==> config.mk <==
export PLATFORM = sky130hd
export DESIGN_NAME = kmeans_centroid_update
export DESIGN_NICKNAME = d
export VERILOG_FILES = /design/src/rtl/kmeans_centroid_update.sv
export SDC_FILE = /design/constraint.sdc
export NUM_CORES = 1
export LEC_CHECK = 0
export ABC_AREA = 0
export CORE_MARGIN = 2
export CORE_UTILIZATION = 50
export CTS_CLUSTER_DIAMETER = 200
export DETAILED_ROUTE_END_ITERATION = 7
export HOLD_SLACK_MARGIN = 0.15
export PLACE_DENSITY = 0.73
export SKIP_CTS_REPAIR_TIMING = 1
export SLEW_MARGIN = 5
export SYNTH_ARGS = -nofsm -noshare
export SYNTH_HDL_FRONTEND = slang
export SYNTH_SLANG_ARGS = --single-unit
==> constraint.sdc <==
create_clock -name clk -period 13.1 [get_ports clk]
set_input_delay 2.62 -clock clk [delete_from_list [all_inputs] [get_ports clk]]
set_output_delay 2.62 -clock clk [all_outputs]
set_load 0.005 [all_outputs]
==> src/rtl/kmeans_centroid_update.sv <==
// k-means centroid update stage.
// Accumulates per-cluster sums and counts over one pass of tagged points,
// then divides sum/count for every cluster with one shared restoring
// divider (one quotient bit per cycle) and streams the K new centroids out.
//
// Handshake: a point is taken on any rising edge where in_valid=1 and
// busy=0. There is no backpressure on the output side: out_valid is a
// one-cycle qualifier, and out_data/out_cid hold their value while it is low.
module kmeans_centroid_update #(
  parameter int K      = 4,
  parameter int N      = 4096,
  parameter int DATA_W = 16,
  parameter int CNT_W  = 13,
  parameter int SUM_W  = 28,
  localparam int CID_W = (K > 1) ? $clog2(K) : 1
) (
  input  logic              clk,
  input  logic              rst,
  input  logic              in_valid,
  input  logic [DATA_W-1:0] in_data,
  input  logic [CID_W-1:0]  in_cid,
  input  logic              in_last,
  output logic              busy,
  output logic              out_valid,
  output logic [DATA_W-1:0] out_data,
  output logic [CID_W-1:0]  out_cid,
  output logic              err,
  output logic [1:0]        dbg_state
);

  localparam int BIT_W = $clog2(SUM_W);
  localparam int IDX_W = CID_W + 1;

  typedef enum logic [1:0] {
    S_IDLE = 2'd0,
    S_ACC  = 2'd1,
    S_DIV  = 2'd2,
    S_OUT  = 2'd3
  } state_t;

  state_t state_q, state_d;

  // Accumulators
  logic [SUM_W-1:0]  sum_q  [K];
  logic [CNT_W-1:0]  cnt_q  [K];
  logic [CNT_W-1:0]  total_q;
  logic              err_q;

  // Divider and centroid storage
  logic [DATA_W-1:0] cent_q [K];
  logic [CID_W-1:0]  slot_q;
  logic [BIT_W-1:0]  bit_q;
  logic [CNT_W-1:0]  rem_q;
  logic [SUM_W-1:0]  quo_q;

  // Output stream
  logic [IDX_W-1:0]  out_idx_q;
  logic              out_valid_q;
  logic [DATA_W-1:0] out_data_q;
  logic [CID_W-1:0]  out_cid_q;

  // Shared control terms
  logic accept;
  logic drop;
  logic last_bit;
  logic last_slot;
  logic out_done;

  // Divider step
  logic [SUM_W-1:0]  div_num;
  logic [CNT_W-1:0]  div_rem;
  logic [CNT_W:0]    div_shift;
  logic [CNT_W:0]    div_dvs;
  logic [CNT_W:0]    div_diff;
  logic              div_ge;
  logic [CNT_W-1:0]  rem_nxt;
  logic [SUM_W-1:0]  quo_nxt;

  // Control terms derived from the current state and counters
  always_comb begin
    accept    = in_valid && !busy;
    drop      = (total_q == CNT_W'(N));
    last_bit  = (bit_q == BIT_W'(SUM_W - 1));
    last_slot = (slot_q == CID_W'(K - 1));
    out_done  = (out_idx_q == IDX_W'(K));
  end

  // FSM state register
  always_ff @(posedge clk or posedge rst) begin
    if (rst) state_q <= S_IDLE;
    else     state_q <= state_d;
  end

  // FSM next-state logic
  always_comb begin
    state_d = state_q;
    case (state_q)
      S_IDLE, S_ACC: if (accept) state_d = in_last ? S_DIV : S_ACC;
      S_DIV:         if (last_slot && last_bit) state_d = S_OUT;
      S_OUT:         if (out_done) state_d = S_IDLE;
      default:       state_d = S_IDLE;
    endcase
  end

  // FSM outputs: busy while dividing or streaming, state exported for debug
  always_comb begin
    busy      = (state_q == S_DIV) || (state_q == S_OUT);
    dbg_state = state_q;
  end

  // Per-cluster accumulation, overflow flag, and clear after the output burst
  always_ff @(posedge clk or posedge rst) begin
    if (rst) begin
      for (int k = 0; k < K; k++) begin
        sum_q[k] <= '0;
        cnt_q[k] <= '0;
      end
      total_q <= '0;
      err_q   <= 1'b0;
    end else if (state_q == S_OUT && out_done) begin
      for (int k = 0; k < K; k++) begin
        sum_q[k] <= '0;
        cnt_q[k] <= '0;
      end
      total_q <= '0;
    end else if (accept) begin
      // First point of a pass clears the previous pass's overflow flag.
      if (state_q == S_IDLE) err_q <= drop;
      else if (drop)         err_q <= 1'b1;
      if (!drop) begin
        sum_q[in_cid] <= sum_q[in_cid] + SUM_W'(in_data);
        cnt_q[in_cid] <= cnt_q[in_cid] + CNT_W'(1);
        total_q       <= total_q + CNT_W'(1);
      end
    end
  end

  // One restoring-division step; bit 0 of each slot starts from sum[slot]
  always_comb begin
    div_num   = (bit_q == '0) ? sum_q[slot_q] : quo_q;
    div_rem   = (bit_q == '0) ? '0 : rem_q;
    div_shift = {div_rem, div_num[SUM_W-1]};
    div_dvs   = {1'b0, cnt_q[slot_q]};
    div_ge    = (div_shift >= div_dvs);
    div_diff  = div_shift - div_dvs;
    rem_nxt   = div_ge ? div_diff[CNT_W-1:0] : div_shift[CNT_W-1:0];
    quo_nxt   = {div_num[SUM_W-2:0], div_ge};
  end

  // Divider sequencing: SUM_W cycles per cluster, empty clusters keep centroid
  always_ff @(posedge clk or posedge rst) begin
    if (rst) begin
      slot_q <= '0;
      bit_q  <= '0;
      rem_q  <= '0;
      quo_q  <= '0;
      for (int k = 0; k < K; k++) cent_q[k] <= '0;
    end else if (state_q == S_DIV) begin
      rem_q <= rem_nxt;
      quo_q <= quo_nxt;
      if (last_bit) begin
        bit_q  <= '0;
        slot_q <= slot_q + CID_W'(1);
        if (cnt_q[slot_q] != '0) cent_q[slot_q] <= quo_nxt[DATA_W-1:0];
      end else begin
        bit_q <= bit_q + BIT_W'(1);
      end
    end
  end

  // Output burst: K registered beats, then out_valid drops and data holds
  always_ff @(posedge clk or posedge rst) begin
    if (rst) begin
      out_idx_q   <= '0;
      out_valid_q <= 1'b0;
      out_data_q  <= '0;
      out_cid_q   <= '0;
    end else if (state_q == S_OUT) begin
      if (!out_done) begin
        out_valid_q <= 1'b1;
        out_cid_q   <= out_idx_q[CID_W-1:0];
        out_data_q  <= cent_q[out_idx_q[CID_W-1:0]];
        out_idx_q   <= out_idx_q + IDX_W'(1);
      end else begin
        out_valid_q <= 1'b0;
        out_idx_q   <= '0;
      end
    end
  end

  assign out_valid = out_valid_q;
  assign out_data  = out_data_q;
  assign out_cid   = out_cid_q;
  assign err       = err_q;

endmodule

==> flow_summary_export.csv <==
group,metric,value,unit
outcome,status,"finished, final reports clean",
placed_design,numPortBuffers,44,
finish,diodes,0,
detailed_routing,wirelength,38.57,mm
setup_path,critPathKind,"primary input to flip-flop",
detailed_routing,detail_route.vias_per_cell,6.110,
synth,syn_inst,1549,
finish,final_cells,2007,
setup_path,worstRegToRegCells,10,
clocking,cts_made_buffers,35,
timing,max_freq,0.1628,GHz
clocking,clockBufferDepth,3,
power,p_leak,0.008082,uW
global_route,grt.overflow.total,0,
timing,tightest_slew,1.200,ns
synth,synth-async-reset-ratio,100.0,%
finish,area_growth,10.09,%
clocking,tritoncts,"done",
finish,utilization,55.87,%
power,vdd_drop_max,0.1143,mV
floorplanning,dieArea,35440,sq um
setup_path,max_stage_delay,0.69,ns
detailed_routing,drt_iter0_markers,999,
timing,setup_viol,0,
synth,syn_nets,1613,
synth,yosysUniqueCellTypes,59,
floorplanning,die-height,188.3,microns
synth,yosys_register_bits,314,
placed_design,dpl.hpwl,24.53,mm
timing,rsz0062_at_grt,"no",
timing,hold_viol_final,0,
finish,final_cell_area,18690,sq um
clocking,clock_latency,0.53,ns
job,cap_violations,0,
clocking,root_buffer,"clkbuf_16",
synth,syn_area_per_cell,10.96,sq um
placed_design,dpl_cell_area,17600,sq um
power,power_density,196.6,nW/um^2
setup_path,worst_path_max_delay_cell,"buf_4",
floorplanning,io-pin-count,45,
setup_path,reg2reg_slack,8.75,ns
global_route,grt_max_degree,116,
timing,period_share,46.88,%
placed_design,gp_congestion,0.8836,
global_route,grt_first_pass_wirelength,64.24,mm
setup_path,reg2reg_to,"rem_q[0]",
timing,timing.setup.tns,0,ns
worst_hold_path,worstHoldPathType,"flip-flop to flip-flop",
detailed_routing,wl_per_cell,19.22,microns
global_route,antenna_found_initial,0,
detailed_routing,vias,12260,
setup_path,end_kind,"flip-flop",
timing,timing.final.ws_setup,6.959,ns
setup_path,endpoint,"sum_q[104]",
setup_path,setup.worst_path.start_class,"primary input",
placed_design,pre_cts_slack,6.513,ns
timing,post-route-min-period,6.141,ns
synth,seq_area_frac_synth,46.29,%
global_route,grt.total_usage,22.26,%
finish,drive_gt1_share,16.74,%
floorplanning,die_w,188.3,microns
timing,fin_skew,0.01650,ns
setup_path,crit_fanout,48,
synth,ys_warn_count,0,
timing,maxSlewViolCount,0,
clocking,cts_max_level,2,
setup_path,arrival,6.50,ns
finish,final_nets,1598,
floorplanning,core,33450,sq um
detailed_routing,drc,0,
placed_design,dp.cells,1945,
synth,synth_edf_count,0,
setup_path,cp.required,13.46,ns
floorplanning,fp-row-count,67,
floorplanning,start_util,50.75,%
setup_path,reg2reg_from,"slot_q[0]",
timing,relSlewSlack,19.62,%
clocking,clk_pin_slew,0.06,ns
synth,netlist_area,16980,sq um
detailed_routing,ant_nets,0,
setup_path,critical_path.startpoint,"in_cid[0]",
synth,synth_area_leader_cell,"dfrtp_1",
clocking,cts.sinks,314,
synth,yosys_most_used_dff,"dfrtp_1",
setup_path,crit_chain,"buf_4, mux4_2, ha_1, fa_1, a211oi_1, o21a_1, a211oi_1, o21ai_0, nor2b_1, xnor2_1, o21ai_0",
synth,synth_top_area_share,46.29,%
detailed_routing,first_pass_iters,7,
synth,netlist_top_cells_area,"dfrtp_1 46%, mux4_2 13%, nand3_1 5.5%, o21ai_0 5.2%, nand2_1 3.6%",
global_route,first_global_vias,12280,
-- where the power goes --
part | total (uW) | leakage [uW] | switching [uW] | internal [uW]
combinational | 1350 | 0.00343 | 755 | 597
clock | 948 | 0.000545 | 398 | 550
sequential | 1370 | 0.00411 | 175 | 1200
total | 3670 | 0.00808 | 1330 | 2350
-- state kept, by name, indices dropped and copies added (netlist names), 2 cells and up --
register and flops:
quo_q 28, total_q 13, slot_q 2, sum_q 112, out_idx_q 3, cent_q 64, out_cid 2, rem_q 13
dbg_state 2, bit_q 5, cnt_q 52, out_data 16
-- synth_stat cells, types with 6 or more instances --
master      n
ha_1       40
mux2_4     40
a21o_1     11
and3_1     10
buf_2      13
o21ai_0   175
nand2b_1    7
and2_1     16
dfrtp_1   314
a21oi_1    30
clkbuf_1   73
nor3_1      9
a31oi_1    31
xnor2_1    30
nand4_1    15
buf_6       6
nor2_1     75
inv_1      24
mux2_2     43
mux2i_1     6
buf_1      17
mux4_2     95
nand2_1   164
o211ai_1    8
nor2b_1    10
xor2_1     26
nand3_1   188
-- logic make-up (layout without fill, tap and decap cells) --
family                   after synthesis  count (layout)  synth area share [%]
AND/OR/NAND/NOR                      520             520                 14.45
adder cells (fa/ha/maj)               42              42                 3.184
flip-flops                           314             314                 46.29
XOR/XNOR                              56              56                 2.889
AO/OA/AOI/OAI                        288             288                 9.552
multiplexers                         187             187                 19.81
buffers and inverters                142             152                 3.833
-- critical path: cells and delay by family --
| kind | cells | cell delay (ns) |
|---|---|---|
| AO/OA/AOI/OAI | 5 | 1.44 |
| XOR/XNOR | 1 | 0.33 |
| adder cells (fa/ha/maj) | 2 | 0.66 |
| buffers and inverters | 1 | 0.69 |
| multiplexers | 1 | 0.60 |
| AND/OR/NAND/NOR | 1 | 0.13 |
-- final cells by class --
cell class / count / area, sq um
Timing Repair Buffer: 62 / 568.0
Clock buffer: 50 / 993.5
Sequential cell: 314 / 7860
Fill cell: 2785 / 14760
Multi-Input combinational cell: 1093 / 8494
Tap cell: 448 / 560.5
Clock inverter: 12 / 100.1
Inverter: 28 / 112.6
-- layout by cell type (no fill, tap or decap), types with 4 or more instances in the layout --
master | Yosys | routed
a21o_1 | 11 | 11
a21oi_1 | 30 | 30
a311oi_1 | 4 | 4
a31oi_1 | 31 | 31
and2_1 | 16 | 16
and3_1 | 10 | 10
buf_4 | 2 | 19
clkbuf_1 | 73 | 10
clkbuf_16 | 0 | 36
clkbuf_8 | 0 | 4
clkdlybuf4s50_1 | 0 | 42
clkinv_2 | 0 | 9
dfrtp_1 | 314 | 312
ha_1 | 40 | 40
inv_1 | 24 | 23
mux2_2 | 43 | 43
mux2_4 | 40 | 40
mux2i_1 | 6 | 6
mux4_2 | 95 | 95
nand2_1 | 164 | 163
nand2b_1 | 7 | 7
nand3_1 | 188 | 187
nand4_1 | 15 | 15
nor2_1 | 75 | 75
nor2b_1 | 10 | 8
nor3_1 | 9 | 9
nor3b_1 | 5 | 5
nor4_1 | 5 | 5
o211ai_1 | 8 | 8
o21a_1 | 5 | 5
o21ai_0 | 175 | 175
xnor2_1 | 30 | 30
xor2_1 | 26 | 26
-- through the flow --
stage,hold slack [ns],power [uW]
6_report,0.4732,3674
5_1_grt,0.5117,3919
4_1_cts,0.4780,3687
3_5_place_dp,0.4640,2726
3_3_place_gp,0.4566,2670
2_1_floorplan,0.4418,2379
-- per-layer routing --
layer | global-route usage [%] | part of all wire [%] | up-vias
met5 | 0 | 0 | -
met4 | 5.209 | 1.6 | 0
met3 | 3.539 | 5.6 | 54
met2 | 36.43 | 48 | 365
met1 | 31.45 | 45 | 6231
li1 | - | - | 5613
-- worst min-delay path by stage --
stage | from | end | slack (ns) | depth (start not counted)
floorplan | rem_q[1] | rem_q[1] | 0.44 | 2
global route | out_cid[0] | out_cid[0] | 0.51 | 2
CTS | rem_q[3] | rem_q[3] | 0.48 | 2
detailed placement | rem_q[3] | rem_q[3] | 0.46 | 2
global placement | rem_q[7] | rem_q[7] | 0.46 | 2
finish | rem_q[7] | rem_q[7] | 0.47 | 2
(Power assumes the default switching activity.)
==> edit 1, RTL diff (same settings) <==
`CNT_W`: 13 -> 26.
--- a/src/rtl/kmeans_centroid_update.sv
+++ b/src/rtl/kmeans_centroid_update.sv
@@ -11,5 +11,5 @@
   parameter int N      = 4096,
   parameter int DATA_W = 16,
-  parameter int CNT_W  = 13,
+  parameter int CNT_W  = 26,
   parameter int SUM_W  = 28,
   localparam int CID_W = (K > 1) ? $clog2(K) : 1
Function: not settled (the Yosys comparison gave no result); the edit may change what the design does.
==> edit 1 against the original RTL <==
  * Synthesized cell count grew 38%
  * Non-clock buffer count grew 11
  * Clock power grew 28%
  * Wire length grew 38%
  * Synthesized area grew 29%
  * Worst setup slack lost 720 ps
  * Power grew 25%
  * Hold slack gained 2.8 ps
  * First-iteration DRC count grew 43%
  * Fmax shrank 10%
  * Core utilization is essentially flat
  * Sequential cell count grew 78
  * Final area grew 29%
  * Highest routed layer unchanged
==> edit 1: results (changes against the original RTL) <==
Total Routing Usage GR=0.243 (+0.0200); result of the run=finished clean; Top Registers=sum_q (112), cnt_q (104), cent_q (64); share of layout cells above drive strength 1=0.151 (-0.0162); total wirelength of the detailed-routed design=53,200 um (+38%); number of distinct library cells after synthesis=75 (+27%); sequential area share after synthesis=0.447 (-0.0162); detailed placer's ending HPWL=33,900 um (+38%); path depth of the worst reg2reg path=13 (+3); Placer Congestion=0.876 (-0.87%); Post-DP Area=22,700 sq um (+29%); maximum fanout along the worst path=32 (-33%); DR iter-0 viols=1,426 (+43%); Reg-to-Reg End=rem_q[21]; number of inserted filler cells in the final layout=3,692 (+33%); first-pass GRT wire length=88,100 um (+37%); leading post-synthesis cells by instance count=392 x sky130_fd_sc_hd__dfrtp_1, 272 x sky130_fd_sc_hd__nand3_1, 248 x sky130_fd_sc_hd__nand2_1; dominant cells by area after synthesis=sky130_fd_sc_hd__dfrtp_1 45%, sky130_fd_sc_hd__mux4_2 13%, sky130_fd_sc_hd__nand3_1 6.2%; total CTS buffers=43 (+23%); Data arrival, critical path=7270 ps (+770 ps); relative max-transition margin=0.245 (+0.0488); number of optimization iterations in the first detailed-route pass=5 (-2); Worst R2R Setup Slack=7310 ps (-1440 ps); vias post-DR=16,766 (+37%); clock skew=19.3 ps (+2.77 ps); largest net degree at the start of global routing=217 (+87%)
edit 1: changes by cell type after synthesis, sizes merged, moves of 25 or more:
cell	change
o21ai	+45
dfrtp	+78
xnor2	+25
nor2	+33
nand2	+84
nand3	+84
mux4	+26
edit 1: routing by layer:
layer | GRT usage | vias up | share of wire
li1 | - | 7651 | -
met1 | 0.338 | 8508 | 0.44
met2 | 0.386 | 513 | 0.48
met3 | 0.0505 | 94 | 0.066
met4 | 0.0723 | 0 | 0.022
met5 | 0 | - | 0
edit 1: worst min path at each step:
| stage | start | end | cells past startpoint | slack (ps) |
|---|---|---|---|---|
| final | rem_q[6] | rem_q[6] | 2 | 480 |
| after global routing | out_cid[1] | out_cid[1] | 2 | 510 |
| after CTS | rem_q[6] | rem_q[6] | 2 | 480 |
| after detailed placement | rem_q[6] | rem_q[6] | 2 | 470 |
| after global placement | cent_q[48] | cent_q[48] | 2 | 460 |
| after floorplan | rem_q[13] | rem_q[13] | 2 | 440 |
edit 1: cells by family after synthesis:
| family | synth area share |
|---|---|
| and+or+nand+nor | 0.169 |
| DFF | 0.447 |
| AOI/OAI and AO/OA | 0.105 |
| muxes | 0.171 |
| buffers and inverters | 0.0385 |
| xor gates and xnor gates | 0.0391 |
| adders and majority gates | 0.0307 |
edit 1: metrics by stage:
stage          hold WS (ps)  total power [mW]  setup slack (ps)  std cells   util
2_1_floorplan           442              2.97              5210       2130      -
3_3_place_gp            459              3.32              5700       2633  0.527
3_5_place_dp            465              3.38              5660       2633  0.527
4_1_cts                 478              4.60              6240       2708  0.559
5_1_grt                 506              4.89              5810       2708  0.559
6_report                476              4.59              6240       2708  0.559
edit 1: worst max-delay path, cell delays in order:
cell,delay (ps)
sky130_fd_sc_hd__buf_4,450
sky130_fd_sc_hd__buf_4,690
sky130_fd_sc_hd__mux4_2,610
sky130_fd_sc_hd__ha_1,330
sky130_fd_sc_hd__a21o_1,190
sky130_fd_sc_hd__a21oi_1,220
sky130_fd_sc_hd__nor2_1,110
sky130_fd_sc_hd__o22ai_1,380
sky130_fd_sc_hd__o211ai_1,220
sky130_fd_sc_hd__o41a_1,380
sky130_fd_sc_hd__a211oi_2,460
sky130_fd_sc_hd__nand2b_1,190
sky130_fd_sc_hd__xor2_1,250
sky130_fd_sc_hd__o21ai_0,120
edit 1: cell type report:
class                      count  area (sq um)  area share
inverter                      49           188     0.00778
sequential                   392          9810       0.407
multi-input combinational   1534         11300       0.470
clock inverter                12           133     0.00550
clock buffer                  63          1260      0.0523
tap                          585           732      0.0303
timing repair buffer          73           663      0.0275
edit 1: power by group:
part / switching (mW) / internal, mW
Clock: 0.499 / 0.707
Sequential: 0.198 / 1.45
Combinational: 0.984 / 0.750
==> edit 2, RTL diff (config.mk and constraints unchanged) <==
Made on the original files. Add an input register stage for `in_valid`, `in_data`, `in_cid` and `in_last`, without a reset; this delays them by one clock.
--- a/src/rtl/kmeans_centroid_update.sv
+++ b/src/rtl/kmeans_centroid_update.sv
@@ -39,4 +39,16 @@
   } state_t;
 
+  logic in_valid_q;
+  logic [DATA_W-1:0] in_data_q;
+  logic [CID_W-1:0] in_cid_q;
+  logic in_last_q;
+
+  always_ff @(posedge clk) begin
+    in_valid_q <= in_valid;
+    in_data_q  <= in_data;
+    in_cid_q   <= in_cid;
+    in_last_q  <= in_last;
+  end
+
   state_t state_q, state_d;
 
@@ -79,5 +91,5 @@
   // Control terms derived from the current state and counters
   always_comb begin
-    accept    = in_valid && !busy;
+    accept    = in_valid_q && !busy;
     drop      = (total_q == CNT_W'(N));
     last_bit  = (bit_q == BIT_W'(SUM_W - 1));
@@ -96,5 +108,5 @@
     state_d = state_q;
     case (state_q)
-      S_IDLE, S_ACC: if (accept) state_d = in_last ? S_DIV : S_ACC;
+      S_IDLE, S_ACC: if (accept) state_d = in_last_q ? S_DIV : S_ACC;
       S_DIV:         if (last_slot && last_bit) state_d = S_OUT;
       S_OUT:         if (out_done) state_d = S_IDLE;
@@ -129,6 +141,6 @@
       else if (drop)         err_q <= 1'b1;
       if (!drop) begin
-        sum_q[in_cid] <= sum_q[in_cid] + SUM_W'(in_data);
-        cnt_q[in_cid] <= cnt_q[in_cid] + CNT_W'(1);
+        sum_q[in_cid_q] <= sum_q[in_cid_q] + SUM_W'(in_data_q);
+        cnt_q[in_cid_q] <= cnt_q[in_cid_q] + CNT_W'(1);
         total_q       <= total_q + CNT_W'(1);
       end
Function: not settled (the Yosys comparison gave no result); the edit may change what the design does.
==> edit 2 against the original RTL <==
  * Wire length increased by 9.2%
  * Worst setup slack improved by 1100 ps
  * Final area is 5.8% higher
  * Global-route usage up 1.0 points
  * Core utilization is 0.12 points higher
  * Clock power is 16% higher
  * Power up 9.8%
  * Sequential cell count grew 20
  * Synthesized area grew 4.7%
  * Critical endpoint is now cent_q[59]
  * Largest cell class unchanged
==> edit 2: results (changes against the original RTL) <==
total CTS buffers=37 (+5.7%); hold path startpoint=cent_q[39]; result of the run=finished clean; Total Routing Usage GR=0.233 (+0.0103); Post-synth ARST share=0.940 (-0.0599); pre-CTS worst setup slack=7320 ps (+807 ps); total wirelength of the detailed-routed design=42,100 um (+9.2%); Data arrival, critical path=5530 ps (-970 ps); relative max-transition margin=0.233 (+0.0367); number of optimization iterations in the first detailed-route pass=5 (-2); Port Buffer Count=44 (unchanged); insertion delay to the later sink of the worst-skew pair=520 ps; number of non-filler instances in the completed layout=2,140 (+6.6%); leading post-synthesis cells by instance count=314 x sky130_fd_sc_hd__dfrtp_1, 208 x sky130_fd_sc_hd__nand3_1, 194 x sky130_fd_sc_hd__nand2_1; largest net degree at the start of global routing=99 (-15%); Post-DP Area=18,500 sq um (+5.1%); sequential area share after synthesis=0.465 (+0.00171); vias post-DR=13,386 (+9.2%); dominant cells by area after synthesis=sky130_fd_sc_hd__dfrtp_1 44%, sky130_fd_sc_hd__mux4_2 12%, sky130_fd_sc_hd__nand3_1 5.9%; predominant post-synthesis flop cell=sky130_fd_sc_hd__dfrtp_1; Longest Clk Path Bufs=3 (unchanged); clock skew=12.3 ps (-4.20 ps); detailed placer's ending HPWL=26,100 um (+6.5%); maximum fanout along the worst path=98 (+100%); share of layout cells above drive strength 1=0.147 (-0.0209); number of distinct library cells after synthesis=62 (+5.1%); instance count of the mapped netlist=1,674 (+8.1%); Placer Congestion=0.861 (-2.6%); first-pass GRT wire length=69,200 um (+7.8%); Leakage Power=8.59 nW (+6.3%); DR iter-0 viols=1,189 (+19%); antenna diode count=0 (unchanged); R2R Path Start=in_cid_q[0]; critical path launch point=rst; worst supply voltage drop on vdd=0.138 mV (+21%); internal portion of total power=2.57 mW (+9.6%); number of warning messages in the yosys log=0 (unchanged)
## edit 2: final cells by class
class | count | area [sq um]
fillers | 2939 | 15500
multi-input cells | 1189 | 8960
flip-flops and latches | 334 | 8270
clock buffers | 48 | 1030
repair buffers | 63 | 583
well taps | 461 | 577
clock inverters | 17 | 249
inverters | 28 | 113
## edit 2: cell families after synthesis
kind of cell | synth area share
muxes | 0.177
xor gates and xnor gates | 0.0217
AOI/OAI and AO/OA | 0.107
buffers and inverters | 0.0329
adders and majority gates | 0.0304
DFF | 0.465
and+or+nand+nor | 0.166
## edit 2: final timing paths
kind / end / slack [ps] / depth (start not counted)
max: cent_q[59] / 8040 / 4
min: cent_q[39] / 480 / 1
max reg2reg: sum_q[48] / 8360 / 10
min reg2reg: cent_q[39] / 480 / 1
max in group clk: sum_q[48] / 8360 / 10
min in group asynchronous: rem_q[9] / 2620 / 2
## edit 2: worst max-delay path, stage by stage
cell and delay [ps]:
sky130_fd_sc_hd__clkdlybuf4s50_1 510, sky130_fd_sc_hd__inv_8 490, sky130_fd_sc_hd__buf_4 820, sky130_fd_sc_hd__buf_4 970
## edit 2: power by group through the flow
stage               clock network [mW]  logic, mW  registers, mW
finish                            1.10       1.48           1.46
global route                      1.15       1.65           1.49
CTS                               1.11       1.48           1.46
detailed placement                   0       1.47           1.47
global placement                     0       1.42           1.46
floorplan                            0       1.16           1.39
## edit 2: layer usage
layer,track usage,vias to the layer above,wire (um)
met5,0,-,0
met4,0.0628,0,794
met3,0.0356,64,2560
met2,0.379,446,20100
met1,0.327,6753,18600
li1,-,6123,-
